[config.mk]
export PLATFORM = sky130hd
export DESIGN_NAME = program_loader
export DESIGN_NICKNAME = d
export VERILOG_FILES = /design/src/rtl/program_loader.sv
export SDC_FILE = /design/constraint.sdc
export NUM_CORES = 1
export LEC_CHECK = 0
export ABC_AREA = 0
export BUFFER_PORTS_ARGS = -buffer_cell sky130_fd_sc_hd__buf_2
export CAP_MARGIN = 30
export CORE_ASPECT_RATIO = 1.75
export CORE_MARGIN = 10
export CORE_UTILIZATION = 48
export DETAILED_ROUTE_END_ITERATION = 7
export PLACE_DENSITY = 0.72
export SLEW_MARGIN = 20
export SYNTH_ARGS = -nofsm -noshare
export SYNTH_HDL_FRONTEND = slang
export SYNTH_SLANG_ARGS = --single-unit
[constraint.sdc]
create_clock -name Clk -period 2 [get_ports Clk]
set_input_delay 0.1 -clock Clk [delete_from_list [all_inputs] [get_ports Clk]]
set_output_delay 0.1 -clock Clk [all_outputs]
set_load 0.01 [all_outputs]
[src/rtl/program_loader.sv]
// program_loader
//   Encodes symbolic accumulator-ISA instructions into 9-bit words and writes
//   them to consecutive instruction-memory addresses starting at 0. Every
//   program is closed by the halt word 9'h1FF.
//
// Ports
//   Clk        in   rising-edge clock
//   Reset_n    in   asynchronous active-low reset
//   Start      in   one-cycle pulse, opens a new program at address 0
//   InValid    in   Mnem/Operand valid
//   InReady    out  loader accepts an instruction this cycle (combinational)
//   Mnem       in   5-bit mnemonic (0-13 R-type, 16-21 I-type, 31 halt)
//   Operand    in   register index (R-type) or immediate (I-type)
//   Finish     in   append halt word and close program
//   ImWrEn     out  instruction-memory write strobe (registered)
//   ImAddr     out  write address
//   ImWrData   out  encoded instruction word
//   Busy       out  program open
//   Done       out  program closed with halt word
//   Error      out  load aborted
//   ErrCode    out  1 illegal mnemonic, 2 operand out of range, 3 overflow
//   WordCount  out  words written in the current program, halt included
module program_loader #(
  parameter int AW    = 10,
  parameter int DEPTH = 1024
) (
  input  logic          Clk,
  input  logic          Reset_n,
  input  logic          Start,
  input  logic          InValid,
  output logic          InReady,
  input  logic [4:0]    Mnem,
  input  logic [4:0]    Operand,
  input  logic          Finish,
  output logic          ImWrEn,
  output logic [AW-1:0] ImAddr,
  output logic [8:0]    ImWrData,
  output logic          Busy,
  output logic          Done,
  output logic          Error,
  output logic [1:0]    ErrCode,
  output logic [AW:0]   WordCount
);

  typedef enum logic [1:0] {ST_IDLE, ST_LOAD, ST_DONE, ST_ERR} state_t;

  localparam logic [AW-1:0] LAST_ADDR = AW'(DEPTH - 1);
  localparam logic [8:0]    HALT_WORD = 9'h1FF;

  // I-type opcodes 16..21 have Mnem[4] set, so Mnem-16 is simply Mnem[2:0].
  function automatic logic [8:0] f_encode(input logic [4:0] m, input logic [4:0] op);
    if (m[4]) return {1'b1, m[2:0], op};
    else      return {1'b0, m[3:0], op[3:0]};
  endfunction

  state_t        r_state;
  logic [AW-1:0] r_addr;
  logic [AW:0]   r_wcnt;
  logic          r_wr_en;
  logic [AW-1:0] r_wr_addr;
  logic [8:0]    r_wr_data;
  logic [1:0]    r_errcode;

  logic w_accept;
  logic w_halt;
  logic w_rtype;
  logic w_itype;
  logic w_badop;
  logic w_full;

  assign InReady  = (r_state == ST_LOAD) && !Finish && !Start;
  assign w_accept = InValid && InReady;
  // Finish closes the program regardless of InValid; an accepted Mnem 31 does the same.
  assign w_halt   = (r_state == ST_LOAD) && !Start &&
                    (Finish || (w_accept && (Mnem == 5'd31)));
  assign w_rtype  = (Mnem <= 5'd13);
  assign w_itype  = (Mnem >= 5'd16) && (Mnem <= 5'd21);
  assign w_badop  = w_rtype && Operand[4];
  // The last address is kept free for the halt word.
  assign w_full   = (r_addr == LAST_ADDR);

  always_ff @(posedge Clk or negedge Reset_n) begin
    if (!Reset_n) begin
      r_state   <= ST_IDLE;
      r_addr    <= '0;
      r_wcnt    <= '0;
      r_wr_en   <= 1'b0;
      r_wr_addr <= '0;
      r_wr_data <= '0;
      r_errcode <= 2'd0;
    end else begin
      r_wr_en <= 1'b0;
      if (Start) begin
        // A write registered last cycle is already on the outputs and still issues.
        r_state   <= ST_LOAD;
        r_addr    <= '0;
        r_wcnt    <= '0;
        r_errcode <= 2'd0;
      end else if (r_state == ST_LOAD) begin
        if (w_halt) begin
          r_wr_en   <= 1'b1;
          r_wr_addr <= r_addr;
          r_wr_data <= HALT_WORD;
          r_wcnt    <= r_wcnt + (AW+1)'(1);
          if (!w_full) r_addr <= r_addr + AW'(1);
          r_state   <= ST_DONE;
        end else if (w_accept) begin
          if (!(w_rtype || w_itype)) begin
            r_state   <= ST_ERR;
            r_errcode <= 2'd1;
          end else if (w_badop) begin
            r_state   <= ST_ERR;
            r_errcode <= 2'd2;
          end else if (w_full) begin
            r_state   <= ST_ERR;
            r_errcode <= 2'd3;
          end else begin
            r_wr_en   <= 1'b1;
            r_wr_addr <= r_addr;
            r_wr_data <= f_encode(Mnem, Operand);
            r_wcnt    <= r_wcnt + (AW+1)'(1);
            r_addr    <= r_addr + AW'(1);
          end
        end
      end
    end
  end

  assign ImWrEn    = r_wr_en;
  assign ImAddr    = r_wr_addr;
  assign ImWrData  = r_wr_data;
  assign Busy      = (r_state == ST_LOAD);
  assign Done      = (r_state == ST_DONE);
  assign Error     = (r_state == ST_ERR);
  assign ErrCode   = r_errcode;
  assign WordCount = r_wcnt;

endmodule

==> impl_results.md <==
- Post-synthesis async set-or-reset flop share: 100%
- Hold Vio Cnt, Final: 0
- Floorplan core area: 4710 sq um
- CTS sink cnt: between 40 and 50
- Worst Max-Slew Pin Slew: 580 ps
- First-pass GRT wire length: 10.6 mm
- Final core occ: 68.1%
- GRT overflow: 0
- H-Tree Depth: 2
- Seq/Total Area, Yosys: 48.3%
- Initial Util: 49.5%
- Reg2Reg Depth: 7
- Vias in the first global route: between 2000 and 2500
- Max Cap Viol: 0
- Tcrit/Tclk final: 108%
- Fmax achieved: 465 MHz
- DR pass1 iterations: 4
- Final ANT Viol Nets: 0
- Synthesized area per cell: 10.3 sq um
- Most common cell after layout, fill and taps aside: buf_2
- DRC: 0
- Hold slack: approximately 140 ps
- Crit end category: register
- Main synth FF type: dfrtp_1
- GRT Util Overall: 15.9%
- Status: finished with violations
- Num rows: 33
- Final setup violation count: 10
- DIE AREA: between 8000 and 9000 sq um
- Clk root buf: clkbuf_8
- Fin worst setup slack: -153 ps
- Synthesized area: approximately 2300 sq um
- DR vias/cell: 5.73
- Worst setup SP type: register
- RePlAce Congestion: about 0.9
- Netlist cell types: 40
- Worst EP required: ~2200 ps
- Crit Path Category: register to register
- Unrepaired setup endpoints after global routing: true
- Setup TNS: -1220 ps
- Synth warn: 0
- CTS Buf Count: 5
- Layout cells sized above 1: between 40% and 50%
- Wire per inst: around 18 um
- Final Skew: 8.84 ps
- Max Slew Vio Count: 0
- Die Wd: around 73 um
- Dpl ws: -256 ps
- Routed Wire Length: 6.45 mm
- Worst Hold Class: input pin to register
- Dpl hpwl: approximately 4.5 mm
- Port Buffers: between 50 and 60
- Skew-Pair Late Insertion Delay: 310 ps
- Largest net degree at the start of global routing: between 40 and 50
- Die Ht: 112 um
- Commonest non-fill, non-tap cells in the layout: buf_2, dfrtp_1, buf_4
- Vias after detailed routing: 2107
- Diodes inserted: 0
- Area Overhead vs Synth: 37.4%
- Nets: 332
- Clock transition at the registers of the reported paths: 80 ps
- Slew headroom: 61.3%
- Minimum clock period: about 2200 ps
- Total nets after synthesis: 244
- FF+latch count, synth: 45
- CTS tree: built
- Post-Syn Instances: 227
- Top Ports: 52
- CP Max Fanout: 6
- Number of flops mapped to enable cells by yosys: 0
- Clock buffer depth: 2
- DRT iter0 DRCs: between 100 and 150
- Maximum VDD drop: 0.621 mV
- Initial antenna violation count: 0
- Lkg Pwr: 1.58 nW
- Worst Path Arrival: 2390 ps
- Worst Hold Depth: 3
- Failing checks: setup timing
- Cell Pwr Density: 707 nW/um^2
## worst paths after layout
kind                                  startpoint                       to  slack [ps]
setup / recovery           r_addr[0]$_DFFE_PN0P_    r_addr[5]$_DFFE_PN0P_        -150
hold / removal                           Mnem[0]  ImWrData[4]$_DFFE_PN0P_         140
setup reg to reg           r_addr[0]$_DFFE_PN0P_    r_addr[5]$_DFFE_PN0P_        -150
hold reg to reg            ImAddr[0]$_DFFE_PN0P_    ImAddr[0]$_DFFE_PN0P_         510
max in group asynchronous                Reset_n   r_state[1]$_DFFE_PN0P_        1170
min in group asynchronous                Reset_n  ImWrData[4]$_DFFE_PN0P_         400
## synth_stat cells, types with 2 or more instances
library cell | count | share of area (%)
and2_1 | 2 | 0.54
nand2b_1 | 5 | 1.3
a21oi_1 | 13 | 2.8
nor2_1 | 14 | 2.3
ha_1 | 2 | 1.1
buf_4 | 2 | 0.64
nor2b_1 | 6 | 1.6
and3_1 | 7 | 1.9
o211ai_1 | 8 | 2.6
o21ai_0 | 16 | 3.4
a2bb2oi_1 | 2 | 0.75
o2111ai_1 | 4 | 1.5
buf_2 | 3 | 0.64
buf_6 | 2 | 0.97
mux2i_1 | 6 | 2.6
clkbuf_1 | 7 | 1.1
and4_1 | 4 | 1.5
or4_1 | 8 | 2.6
nand4_1 | 2 | 0.54
dfrtp_1 | 45 | 48
nand3_1 | 8 | 1.7
or3b_1 | 2 | 0.75
a31oi_1 | 2 | 0.54
inv_1 | 4 | 0.64
mux2_1 | 9 | 4.3
nand2_1 | 17 | 2.7
mux2_2 | 7 | 3.4
o31ai_1 | 8 | 2.6
## worst max-delay path, stage by stage (launching register included)
cell and delay (ps):
dfrtp_1 390, ha_2 190, and4_1 150, and4_1 170
a2111o_2 440, buf_6 140, or4_4 470, a21oi_2 130
## sequential cells by signal (all words and copies together), names as in the netlist
register and count:
WordCount 11, r_addr 10, ImWrEn 1, ImWrData 9, ErrCode 2, ImAddr 10
r_state 2
## what timing repair did
action | 4_1_cts | 5_1_grt
setup endpoints to repair | 25 | 23
gates cloned | 0 | 1
pin swaps | 7 | 6
endpoints found under the hold margin | 49 | 0
hold buffers | 5 | 0
setup buffers | 6 | 3
gates resized for setup | 12 | 28
## final cells by class
cell class | instances | area [sq um]
clock buffer | 6 | 72.6
timing repair buffer | 95 | 646
fill | 396 | 1500
tap | 52 | 65.1
multi-input combinational | 164 | 1240
inverter | 4 | 15.0
clock inverter | 2 | 38.8
sequential | 45 | 1130
## metal layers
metal  part of all wire, %  global-route usage (%)
met5                     0                       0
met4                   1.9                    4.33
met3                   4.4                    3.70
met2                    57                    30.3
met1                    37                    16.2
## metrics by stage
step                instances  power (mW)  area (sq um)
floorplan                 227        1.28          2340
global placement          345        1.48          2800
detailed placement        345        1.50          2800
CTS                       364        2.24          3040
global route              368        2.38          3210
finish                    368        2.26          3210
## logic make-up (layout without fill, tap and decap cells)
family,count (synthesis),after routing,share of synthesized area (%)
compound gates,59,59,16.4
buf+inv,18,107,4.02
flops,45,45,48.3
simple gates,81,81,19.9
mux,22,22,10.3
fa+ha+maj,2,2,1.07
## power breakdown
group          internal, mW  switching (mW)
clock network         0.375           0.327
logic                 0.253           0.287
registers             0.979          0.0428
Note: power is estimated with default switching activity, not from simulation.
